<file path="src/rtl/host_frame_transmit_gate_if.sv">
`default_nettype none
// ============================================================================
// Module  : host_frame_transmit_gate_if
// Brief   : FIFO-side and MAC-side signal bundle for host_frame_transmit_gate.
// Revision: 1.0 - initial release
// ============================================================================
interface host_frame_transmit_gate_if;
    logic        i_hardware_initial_finish;
    logic        i_frame_ready;
    logic        i_fifo_empty;
    logic [8:0]  iv_fifo_rdata;
    logic        o_fifo_rd;
    logic [8:0]  ov_data;
    logic        o_data_wr;
    logic [31:0] ov_tx_pkt_cnt;
    logic [31:0] ov_discard_pkt_cnt;

    // Gate side: consumes the FIFO, produces the MAC byte stream
    modport master (
        input  i_hardware_initial_finish,
        input  i_frame_ready,
        input  i_fifo_empty,
        input  iv_fifo_rdata,
        output o_fifo_rd,
        output ov_data,
        output o_data_wr,
        output ov_tx_pkt_cnt,
        output ov_discard_pkt_cnt
    );

    // Environment side: FIFO model and MAC sink
    modport slave (
        output i_hardware_initial_finish,
        output i_frame_ready,
        output i_fifo_empty,
        output iv_fifo_rdata,
        input  o_fifo_rd,
        input  ov_data,
        input  o_data_wr,
        input  ov_tx_pkt_cnt,
        input  ov_discard_pkt_cnt
    );
endinterface
`default_nettype wire

</file>
<file path="src/rtl/host_frame_transmit_gate.sv">
`default_nettype none
// ============================================================================
// Module  : host_frame_transmit_gate
// Brief   : Drains frames from an FWFT frame FIFO to the host MAC with IFG
//           enforcement, optional runt padding (macro TX_PADDING_EN) and
//           whole-frame discard until hardware initialisation has finished.
// Revision: 1.0 - initial release
// ============================================================================
module host_frame_transmit_gate #(
    parameter int IFG_CYCLES    = 12,
    parameter int MIN_FRAME_LEN = 60
) (
    input  wire logic                 i_clk,
    input  wire logic                 i_rst_n,
    host_frame_transmit_gate_if.master bus
);

    typedef enum logic [2:0] {
        ST_IDLE    = 3'd0,
        ST_TRAN    = 3'd1,
        ST_IFG     = 3'd3,
        ST_DISCARD = 3'd4
`ifdef TX_PADDING_EN
        ,ST_PAD    = 3'd2
`endif
    } state_t;

    localparam logic [10:0] c_IDX_MAX  = 11'd2047;
    localparam logic [7:0]  c_IFG_LOAD = 8'(IFG_CYCLES - 1);

    generate
        if (IFG_CYCLES < 1 || IFG_CYCLES > 255) begin : g_check_ifg
            $error("IFG_CYCLES out of range 1..255");
        end
        if (MIN_FRAME_LEN < 14 || MIN_FRAME_LEN > 2047) begin : g_check_min
            $error("MIN_FRAME_LEN out of range 14..2047");
        end
    endgenerate

    state_t      r_state;
    state_t      w_state_nxt;
    logic [8:0]  r_data;
    logic [8:0]  w_data_nxt;
    logic        r_data_wr;
    logic        w_data_wr_nxt;
    logic [10:0] r_idx;
    logic [10:0] w_idx_nxt;
    logic [10:0] w_idx_inc;
    logic [7:0]  r_ifg;
    logic [7:0]  w_ifg_nxt;
    logic [31:0] r_tx_cnt;
    logic [31:0] r_disc_cnt;
    logic        w_fifo_rd;
    logic        w_tx_inc;
    logic        w_disc_inc;
    logic        w_is_tail;

`ifdef TX_PADDING_EN
    localparam logic [11:0] c_MIN_LEN  = 12'(MIN_FRAME_LEN);
    localparam logic [10:0] c_PAD_LAST = 11'(MIN_FRAME_LEN - 1);
    logic w_len_ok;
    assign w_len_ok = ({1'b0, r_idx} + 12'd1) >= c_MIN_LEN;
`endif

    assign w_idx_inc = (r_idx == c_IDX_MAX) ? c_IDX_MAX : r_idx + 11'd1;
    // The head is consumed in IDLE, so inside a frame any marked word at a
    // non-zero index closes it.
    assign w_is_tail = bus.iv_fifo_rdata[8] && (r_idx != 11'd0);

    always_ff @(posedge i_clk or negedge i_rst_n) begin
        if (!i_rst_n) begin
            r_state    <= ST_IDLE;
            r_data     <= 9'd0;
            r_data_wr  <= 1'b0;
            r_idx      <= 11'd0;
            r_ifg      <= 8'd0;
            r_tx_cnt   <= 32'd0;
            r_disc_cnt <= 32'd0;
        end else begin
            r_state   <= w_state_nxt;
            r_data    <= w_data_nxt;
            r_data_wr <= w_data_wr_nxt;
            r_idx     <= w_idx_nxt;
            r_ifg     <= w_ifg_nxt;
            if (w_tx_inc) begin
                r_tx_cnt <= r_tx_cnt + 32'd1;
            end
            if (w_disc_inc) begin
                r_disc_cnt <= r_disc_cnt + 32'd1;
            end
        end
    end

    always_comb begin
        w_state_nxt   = r_state;
        w_data_nxt    = 9'd0;
        w_data_wr_nxt = 1'b0;
        w_idx_nxt     = r_idx;
        w_ifg_nxt     = r_ifg;
        w_fifo_rd     = 1'b0;
        w_tx_inc      = 1'b0;
        w_disc_inc    = 1'b0;

        case (r_state)
            ST_IDLE: begin
                if (bus.i_frame_ready && !bus.i_fifo_empty) begin
                    w_fifo_rd = 1'b1;
                    // Transmit/discard is decided once, at the head word
                    if (bus.i_hardware_initial_finish) begin
                        w_data_nxt    = bus.iv_fifo_rdata;
                        w_data_wr_nxt = 1'b1;
                        w_tx_inc      = 1'b1;
                        w_idx_nxt     = 11'd1;
                        w_state_nxt   = ST_TRAN;
                    end else begin
                        w_disc_inc  = 1'b1;
                        w_idx_nxt   = 11'd1;
                        w_state_nxt = ST_DISCARD;
                    end
                end
            end

            ST_TRAN: begin
                if (!bus.i_fifo_empty) begin
                    w_fifo_rd     = 1'b1;
                    w_data_wr_nxt = 1'b1;
                    w_data_nxt    = bus.iv_fifo_rdata;
                    w_idx_nxt     = w_idx_inc;
                    if (w_is_tail) begin
`ifdef TX_PADDING_EN
                        if (w_len_ok) begin
                            w_ifg_nxt   = c_IFG_LOAD;
                            w_state_nxt = ST_IFG;
                        end else begin
                            w_data_nxt  = {1'b0, bus.iv_fifo_rdata[7:0]};
                            w_state_nxt = ST_PAD;
                        end
`else
                        w_ifg_nxt   = c_IFG_LOAD;
                        w_state_nxt = ST_IFG;
`endif
                    end
                end
            end

`ifdef TX_PADDING_EN
            ST_PAD: begin
                w_data_wr_nxt = 1'b1;
                w_idx_nxt     = w_idx_inc;
                if (r_idx == c_PAD_LAST) begin
                    w_data_nxt  = 9'h100;
                    w_ifg_nxt   = c_IFG_LOAD;
                    w_state_nxt = ST_IFG;
                end
            end
`endif

            ST_IFG: begin
                if (r_ifg == 8'd0) begin
                    w_idx_nxt   = 11'd0;
                    w_state_nxt = ST_IDLE;
                end else begin
                    w_ifg_nxt = r_ifg - 8'd1;
                end
            end

            ST_DISCARD: begin
                if (!bus.i_fifo_empty) begin
                    w_fifo_rd = 1'b1;
                    w_idx_nxt = w_idx_inc;
                    if (w_is_tail) begin
                        w_idx_nxt   = 11'd0;
                        w_state_nxt = ST_IDLE;
                    end
                end
            end

            default: begin
                w_idx_nxt   = 11'd0;
                w_state_nxt = ST_IDLE;
            end
        endcase
    end

    assign bus.o_fifo_rd          = w_fifo_rd;
    assign bus.ov_data            = r_data;
    assign bus.o_data_wr          = r_data_wr;
    assign bus.ov_tx_pkt_cnt      = r_tx_cnt;
    assign bus.ov_discard_pkt_cnt = r_disc_cnt;

endmodule
`default_nettype wire

</file>
<file path="src/flat_wrapper.sv">
// flat-port wrapper written by rule: the top's interface ports become plain ports
module host_frame_transmit_gate_flat 
#(
    parameter int IFG_CYCLES    = 12,
    parameter int MIN_FRAME_LEN = 60
)
  (i_clk, i_rst_n, bus_i_hardware_initial_finish, bus_i_frame_ready, bus_i_fifo_empty, bus_iv_fifo_rdata, bus_o_fifo_rd, bus_ov_data, bus_o_data_wr, bus_ov_tx_pkt_cnt, bus_ov_discard_pkt_cnt);
  host_frame_transmit_gate_if bus_i ();
  input  wire logic i_clk;
  input  wire logic i_rst_n;
  input wire logic [$bits(bus_i.i_hardware_initial_finish)-1:0] bus_i_hardware_initial_finish;
  input wire logic [$bits(bus_i.i_frame_ready)-1:0] bus_i_frame_ready;
  input wire logic [$bits(bus_i.i_fifo_empty)-1:0] bus_i_fifo_empty;
  input wire logic [$bits(bus_i.iv_fifo_rdata)-1:0] bus_iv_fifo_rdata;
  output wire logic [$bits(bus_i.o_fifo_rd)-1:0] bus_o_fifo_rd;
  output wire logic [$bits(bus_i.ov_data)-1:0] bus_ov_data;
  output wire logic [$bits(bus_i.o_data_wr)-1:0] bus_o_data_wr;
  output wire logic [$bits(bus_i.ov_tx_pkt_cnt)-1:0] bus_ov_tx_pkt_cnt;
  output wire logic [$bits(bus_i.ov_discard_pkt_cnt)-1:0] bus_ov_discard_pkt_cnt;
  assign bus_i.i_hardware_initial_finish = bus_i_hardware_initial_finish;
  assign bus_i.i_frame_ready = bus_i_frame_ready;
  assign bus_i.i_fifo_empty = bus_i_fifo_empty;
  assign bus_i.iv_fifo_rdata = bus_iv_fifo_rdata;
  assign bus_o_fifo_rd = bus_i.o_fifo_rd;
  assign bus_ov_data = bus_i.ov_data;
  assign bus_o_data_wr = bus_i.o_data_wr;
  assign bus_ov_tx_pkt_cnt = bus_i.ov_tx_pkt_cnt;
  assign bus_ov_discard_pkt_cnt = bus_i.ov_discard_pkt_cnt;
  host_frame_transmit_gate #(.IFG_CYCLES(IFG_CYCLES), .MIN_FRAME_LEN(MIN_FRAME_LEN)) u_core (.i_clk(i_clk), .i_rst_n(i_rst_n), .bus(bus_i));
endmodule
</file>
<file path="config.mk">
export PLATFORM = sky130hd
export DESIGN_NAME = host_frame_transmit_gate_flat
export DESIGN_NICKNAME = d
export VERILOG_FILES = /design/src/rtl/host_frame_transmit_gate_if.sv /design/src/rtl/host_frame_transmit_gate.sv /design/src/flat_wrapper.sv
export SDC_FILE = /design/constraint.sdc
export NUM_CORES = 1
export LEC_CHECK = 0
export ABC_AREA = 1
export ABC_CLOCK_PERIOD_IN_PS = 1500
export CAP_MARGIN = 20
export CELL_PAD_IN_SITES_DETAIL_PLACEMENT = 0
export CELL_PAD_IN_SITES_GLOBAL_PLACEMENT = 1
export CORE_MARGIN = 10
export CORE_UTILIZATION = 35
export DETAILED_ROUTE_END_ITERATION = 7
export GPL_TIMING_DRIVEN = 0
export PLACE_DENSITY_LB_ADDON = 0.1
export REMOVE_ABC_BUFFERS = 1
export SLEW_MARGIN = 10
export SYNTH_ARGS = -nofsm -noshare
export SYNTH_HDL_FRONTEND = slang
export SYNTH_SLANG_ARGS = --single-unit
</file>
<file path="constraint.sdc">
create_clock -name i_clk -period 1.5 [get_ports i_clk]
set_input_delay 0.225 -clock i_clk [delete_from_list [all_inputs] [get_ports i_clk]]
set_output_delay 0.225 -clock i_clk [all_outputs]
set_load 0.005 [all_outputs]
</file>
; ---- Word level (Yosys, flattened, before mapping)
; Index checks and enable logic that the tools add are counted.
[totals]
regBits = 96
latch_bits = 0
ram_bits = 0
rom_bits = 0
inputBits = 14
out_inout_bits = 75
n_memories = 0
[classes]
addsub = 4
mul = 0
n_div = 0
magnitude_cmp = 0
eq_ne = 11
shifts = 0
n_mux = 33
bitwise = 0
n_reduce_logical = 11
[ops]
columns = cell, count
row1 = $mux W11, 6
row2 = $add A32 B1 Y32 const B, 2
row3 = $pmux W11 S4, 1
row4 = $mux W9, 3
row5 = $mux W8, 3
row6 = $mux W3, 7
row7 = $pmux W9 S2, 1
row8 = $pmux W8 S2, 1
row9 = $pmux W3 S4, 1
row10 = $add A11 B1 Y11 const B, 1
row11 = $eq A11 B11 Y1 const B, 1
row12 = $reduce_bool A11 Y1, 1
row13 = $logic_not A8 Y1, 1
row14 = $mux W1, 8
row15 = $ne A2 B1 Y1 const B, 4
row16 = $reduce_and A4 Y1, 2
row17 = $sub A8 B1 Y8 const B, 1
row18 = $ne A2 B2 Y1 const B, 3
row19 = $reduce_and A6 Y1, 1
row20 = $pmux W1 S2, 2
row21 = $eq A3 B1 Y1 const B, 1
row22 = $eq A3 B2 Y1 const B, 1
row23 = $eq A3 B3 Y1 const B, 1
row24 = $logic_not A3 Y1, 1
row25 = 4 further kinds, 5

; ---- Logic depth before layout (Yosys ltp)
; Gate-level depths: netlist (run 1).
[depth]
depth_word = 5
depth_mapped = 10
ltp_nobuf = 10

; ---- Worst setup path after synthesis (run 1)
; OpenSTA, ideal clock, no wires.
[synth_path]
path_type = reg2out
from = register u_core.r_ifg[0] (netlist name)
to = output port bus_o_fifo_rd
t_arrival_ps = 1456
required_time_ps = 1275
slack_ps = -181
path_stages_with_launch = 8
path_buffers = 1
path_cell_list = dfrtp_1 inv_1 ha_1 nand3_1 o21ai_4 nand3_2 buf_2 a211oi_2
[synth_lines]
columns = element, line_no
row1 = end: declaration, flat_wrapper.sv:15  ; output wire logic [$bits(bus_i.o_fifo_rd)-1:0] bus_o_fifo_rd;

==> flow_summary.ini, run 1 <==
[final_layout]
design_area_mm2 = 0.00916
regArea_mm2 = 0.00243
area_delta_synth_final_pct = 59.4
fillers = 1524
drive_gt1_frac = 0.342
multiInputGateArea_mm2 = 0.00377
layout.nets = 1061
post-route-util = 0.573
fin_cells = 1262

[power]
switching_share = 0.381
clock_power_share = 0.188
p_comb_frac = 0.497
p_seq_frac = 0.315
power_density_mw_per_mm2 = 1230
irDropWorstVdd_mv = 0.734
switchingPower_w = 0.00431
leakagePower_nw = 4.48
p_int_w = 0.00700

[cts]
cts_buffers = 9
clockRootBuffer = clkbuf_16
clockBufferDepth = 2
clkLatencyLatePin_ns = 0.35
cts_tree = built
clkSinkCount = 96
path_clk_slew_ns = 0.07
h-tree-depth = 3

[timing]
finalSetupViolations = 95
worst_pin_slew_ns = 0.438
rsz0062_at_grt = true
slew_violations = 0
fin_ws_ns = -0.351
fin_crit_sh = 1.23
skew_ns = 0.0107
period_needed_ns = 1.85
relSlewSlack = 0.708
hold_viol = 0
fmax_ghz = 0.540
whs_ns = 0.370

[routing]
topRoutingLayerUsed = met4
route.met2.wl_um = 9500
dr.first_iter.drc_count = 433
route.met3.wl_um = 1040
ant_nets = 0
first_pass_iters = 5
wl_um = 19400
wl_per_cell_um = 15.4
vias_per_cell = 4.76
route.detailed.drc = 0
met1_length_um = 8630
vias = 6011

[place]
placedCellCount = 1111
gp_congestion = 0.833
placed_area_mm2 = 0.00687
dpl.hpwl_um = 12200
pre_cts_ws_ns = -1.05
io_buffers = 88

[global_route]
grt_first_pass_wirelength_um = 30500
grt_pass1_vias = 5936
grt_max_degree = 55
antenna_found_initial = 0
grt_remaining_overflow = 0
grt_usage = 0.170

[setup_path]
reg2reg_slack_ns = -0.27
cp.required_ns = 1.27
cp-start-kind = flop
crit_path_max_fanout = 2
worstReg2RegStart = u_core.r_state[0]
endpoint_kind = primary output
crit_type = reg2out
timing.rr.end = u_core.bus.ov_discard_pkt_cnt[17]
arrival_ns = 1.63
r2r_cells = 9

[status]
violations = setup timing
outcome = complete, but fails checks

[synthesis]
synth.yosys.seq_area_share = 0.418
synth_cells = 815
synth_edf_count = 0
ys_warn_count = 0
synth.avg_cell_area_um2 = 7.05
synthTopCellsByArea = dfrtp_1 42%, nand2_1 21%, nor2_1 8.3%
async_reset_ff_frac = 1.00
yosysMostFrequentCell = nand2_1
synthesis.area_mm2 = 0.00575
ys.flop_type = dfrtp_1
synth_common_cells = 324 x nand2_1, 127 x nor2_1, 96 x dfrtp_1
ys_ff_latch = 96
synth_top_cell_by_area = dfrtp_1
synth_cell_types = 31
synth_top_area_frac = 0.418

[die]
core_area_mm2 = 0.0160
die_x_um = 148
rows = 46
die_h_um = 148
pin_count = 89
dieArea_mm2 = 0.0219
initial_utilization = 0.359

[min_path]
min_path_type = in2async

[run]
drv_cap = 0
-- power groups by stage --
| stage | Clock [W] | Combinational, W | Sequential, W |
|---|---|---|---|
| global placement | 0 | 0.00283 | 0.00372 |
| global route | 0.00227 | 0.00610 | 0.00364 |
| floorplan | 0 | 0.00158 | 0.00360 |
| finish | 0.00212 | 0.00562 | 0.00357 |
| CTS | 0.00219 | 0.00471 | 0.00354 |
| detailed placement | 0 | 0.00289 | 0.00374 |
-- kinds of logic (layout without fill, tap and decap cells) --
logic type,Yosys count,after routing,share of synthesized area
fa+ha+maj,6,6,0.0131
simple gates,566,571,0.423
compound gates,24,24,0.0283
flops,96,96,0.418
buf+inv,84,309,0.0583
xor+xnor,39,39,0.0594
other cells,0,1,0
-- worst max-delay path, cell delays in order, from the launching register on --
cell and delay (ns):
dfrtp_1 0.40, inv_2 0.09, ha_4 0.14, nand3_4 0.07
o21ai_4 0.17, nand3_4 0.09, a211oi_2 0.16, buf_2 0.15
-- final cells by class --
class	count	area share
Timing Repair Buffer	218	0.229
Clock inverter	4	0.00246
Antenna cell	1	0.000273
Inverter	75	0.0343
Tap cell	216	0.0295
Clock buffer	11	0.0254
Sequential cell	96	0.266
Timing Repair inverter	1	0.00123
Multi-Input combinational cell	640	0.412
-- state kept, by name (all words and copies together), names as in the netlist --
signal and cells:
u_core.r_state 3, u_core.bus.ov_data 9, u_core.bus.o_data_wr 1, u_core.r_idx 11
u_core.r_ifg 8, u_core.bus.ov_tx_pkt_cnt 32, u_core.bus.ov_discard_pkt_cnt 32
-- per-stage QoR --
stage | TNS, ns | power [W]
after global placement | -404.34 | 0.00656
after detailed placement | -56.11 | 0.00664
after global routing | -18.85 | 0.0120
after CTS | -5.31 | 0.0104
final | -11.62 | 0.0113
after floorplan | -4.46 | 0.00518
-- worst max-delay path by stage --
stage / startpoint / endpoint / slack [ns] / cells after the start
5_1_grt: u_core.r_ifg[1] / bus_o_fifo_rd / -0.44 / 7
2_1_floorplan: u_core.r_state[1] / u_core.bus.ov_tx_pkt_cnt[22] / -0.25 / 8
6_report: u_core.r_ifg[1] / bus_o_fifo_rd / -0.35 / 7
3_5_place_dp: u_core.r_ifg[0] / bus_o_fifo_rd / -1.05 / 7
4_1_cts: u_core.r_ifg[1] / bus_o_fifo_rd / -0.41 / 7
3_3_place_gp: i_rst_n / u_core.r_ifg[0] / -3.65 / 1
-- placed cells by master (no fill, tap or decap), types with 2 or more instances in the layout --
cell	count
xor2_1	22
dfrtp_1	71
nor2_4	31
o21ai_1	5
buf_6	32
dfrtp_2	25
clkinv_2	3
nor3_1	2
nand3_1	31
buf_4	86
nand3_4	7
nand3_2	25
inv_1	60
dlygate4sd2_1	34
clkdlybuf4s50_1	42
inv_2	11
nand3b_1	15
nand2_1	277
nor3_4	3
a21oi_1	2
nand2_4	11
nor2_1	84
clkbuf_16	10
ha_2	2
nor3_2	3
buf_8	3
nand2_8	2
clkinv_8	2
clkbuf_1	2
xnor2_1	16
ha_4	2
o21ai_2	9
dlymetal6s2s_1	10
nor2_2	30
ha_1	2
o21ai_0	2
buf_12	7
nand4_1	8
nand2_2	40
-- what timing repair did --
item                                   CTS  global route
gates cloned                             6             1
pin swaps                               44            53
endpoints found under the hold margin   42             0
setup buffers                          105            30
hold buffers                             1             0
setup endpoints to repair              160           107
resized for setup                      165           182
-- metal layers --
metal | global-route usage | up-vias
met4 | 0.0545 | 0
met2 | 0.287 | 110
met1 | 0.212 | 2900
met3 | 0.0364 | 14
li1 | - | 2987
met5 | 0 | -
No activity file was read; power rests on OpenSTA's default activity.
==> run 2, diff against run 1 <==
--- a/config.mk
+++ b/config.mk
@@ -7,13 +7,14 @@
 export LEC_CHECK = 0
 export ABC_AREA = 1
 export ABC_CLOCK_PERIOD_IN_PS = 1500
-export CAP_MARGIN = 20
+export CAP_MARGIN = 10
 export CELL_PAD_IN_SITES_DETAIL_PLACEMENT = 0
 export CELL_PAD_IN_SITES_GLOBAL_PLACEMENT = 1
 export CORE_MARGIN = 10
 export CORE_UTILIZATION = 35
 export DETAILED_ROUTE_END_ITERATION = 7
 export GPL_TIMING_DRIVEN = 0
+export MAX_ROUTING_LAYER = met4
 export PLACE_DENSITY_LB_ADDON = 0.1
 export REMOVE_ABC_BUFFERS = 1
 export SLEW_MARGIN = 10
==> flow_summary.ini, run 2 (synthesis results as in run 1) <==
[timing]
slew_violations = 0
fin_crit_sh = 1.23
relSlewSlack = 0.708
whs_ns = 0.369
finalSetupViolations = 95
finalSetupTns_ns = -11.91
fmax_ghz = 0.540
rsz0062_at_grt = true
fin_ws_ns = -0.351
skew_ns = 0.00948
worst_pin_slew_ns = 0.438
period_needed_ns = 1.85
hold_viol = 0

[power]
clock_power_share = 0.188
switchingPower_w = 0.00432
switching_share = 0.382
p_int_w = 0.00700
p_comb_frac = 0.497
irDropWorstVdd_mv = 0.735
p_seq_frac = 0.315
leakagePower_nw = 4.47
power.total_w = 0.0113
power_density_mw_per_mm2 = 1240

[final_layout]
multiInputGateArea_mm2 = 0.00377
layout_commonest_cell = nand2_1
drive_gt1_frac = 0.342
layout.nets = 1061
fillers = 1524
final_cell_mix = 277 x nand2_1, 86 x buf_4, 84 x nor2_1
post-route-util = 0.572
regArea_mm2 = 0.00243
area_delta_synth_final_pct = 59.3

[cts]
clockRootBuffer = clkbuf_16
cts_tree = built
path_clk_slew_ns = 0.07
cts_buffers = 9
clockBufferDepth = 2
h-tree-depth = 3
clkLatencyLatePin_ns = 0.35
clkSinkCount = 96

[setup_path]
crit_type = reg2out
r2r_cells = 9
crit_path_max_fanout = 2
cp.required_ns = 1.27
endpoint_kind = primary output
arrival_ns = 1.63
cp-start-kind = flop

[die]
core_area_mm2 = 0.0160
dieArea_mm2 = 0.0219
pin_count = 89
die_h_um = 148
die_x_um = 148
rows = 46
initial_utilization = 0.359

[global_route]
grt_max_degree = 55
antenna_found_initial = 0
grt_remaining_overflow = 0
grt_first_pass_wirelength_um = 30500
grt_pass1_vias = 5939
grt_usage = 0.176

[run]
drv_cap = 0

[place]
io_buffers = 88
dpl.hpwl_um = 12200
gp_congestion = 0.845

[status]
violations = setup timing
outcome = complete, but fails checks

[routing]
route.detailed.drc = 0
ant_nets = 0
wl_um = 19500
vias_per_cell = 4.79
first_pass_iters = 5
wl_per_cell_um = 15.4
vias = 6049
dr.first_iter.drc_count = 382

[min_path]
min_path_type = in2async
==> run 2: area by class of cell <==
cell class | count | area share
clock inverter | 4 | 0.00246
timing repair inverter | 1 | 0.00123
multi-input combinational | 640 | 0.412
clock buffer | 11 | 0.0254
antenna | 1 | 0.000273
tap | 216 | 0.0295
inverter | 75 | 0.0343
sequential | 96 | 0.266
timing repair buffer | 218 | 0.230
==> run 2: worst paths after layout <==
path	startpoint	end	slack, ns
max reg2reg	u_core.r_state[0]	u_core.bus.ov_discard_pkt_cnt[17]	-0.28
min reg2reg	u_core.bus.ov_tx_pkt_cnt[14]	u_core.bus.ov_tx_pkt_cnt[14]	0.50
min in group i_clk	bus_iv_fifo_rdata[0]	u_core.bus.ov_data[0]	0.40
min	i_rst_n	u_core.bus.ov_tx_pkt_cnt[11]	0.37
max in group asynchronous	i_rst_n	u_core.r_state[1]	0.49
max	u_core.r_ifg[1]	bus_o_fifo_rd	-0.35
==> run 2: critical path: stages, from the launching register on <==
cell and delay (ns):
dfrtp_1 0.40, inv_2 0.09, ha_4 0.14, nand3_4 0.07, o21ai_4 0.17, nand3_4 0.09, a211oi_2 0.16, buf_2 0.15
==> run 2: repair_timing <==
item | 4_1_cts | 5_1_grt
gates resized for setup | 165 | 181
hold buffers | 1 | 0
hold endpoints to repair | 42 | 0
endpoints found under the setup margin | 160 | 107
buffers inserted | 105 | 30
cloned | 6 | 1
pin swaps | 44 | 52
==> run 2: metrics by stage <==
stage	cell area, um^2	instances	worst slack, ns
floorplan	5690	806	-0.245
global placement	6850	1110	-3.65
detailed placement	6870	1111	-1.05
CTS	8420	1238	-0.410
global route	9160	1261	-0.441
finish	9160	1262	-0.351
==> run 2: power by group through the flow <==
stage	logic, W	registers, W	clock network (W)
2_1_floorplan	0.00158	0.00360	0
3_3_place_gp	0.00283	0.00372	0
3_5_place_dp	0.00289	0.00374	0
4_1_cts	0.00471	0.00354	0.00219
5_1_grt	0.00609	0.00364	0.00227
6_report	0.00562	0.00357	0.00213
==> run 2: metal layers <==
metal,vias to the layer above,part of all wire,global-route usage
li1,2987,-,-
met1,2927,0.46,0.215
met2,117,0.49,0.287
met3,18,0.043,0.0331
met4,0,0.013,0.0550
met5,-,0,-
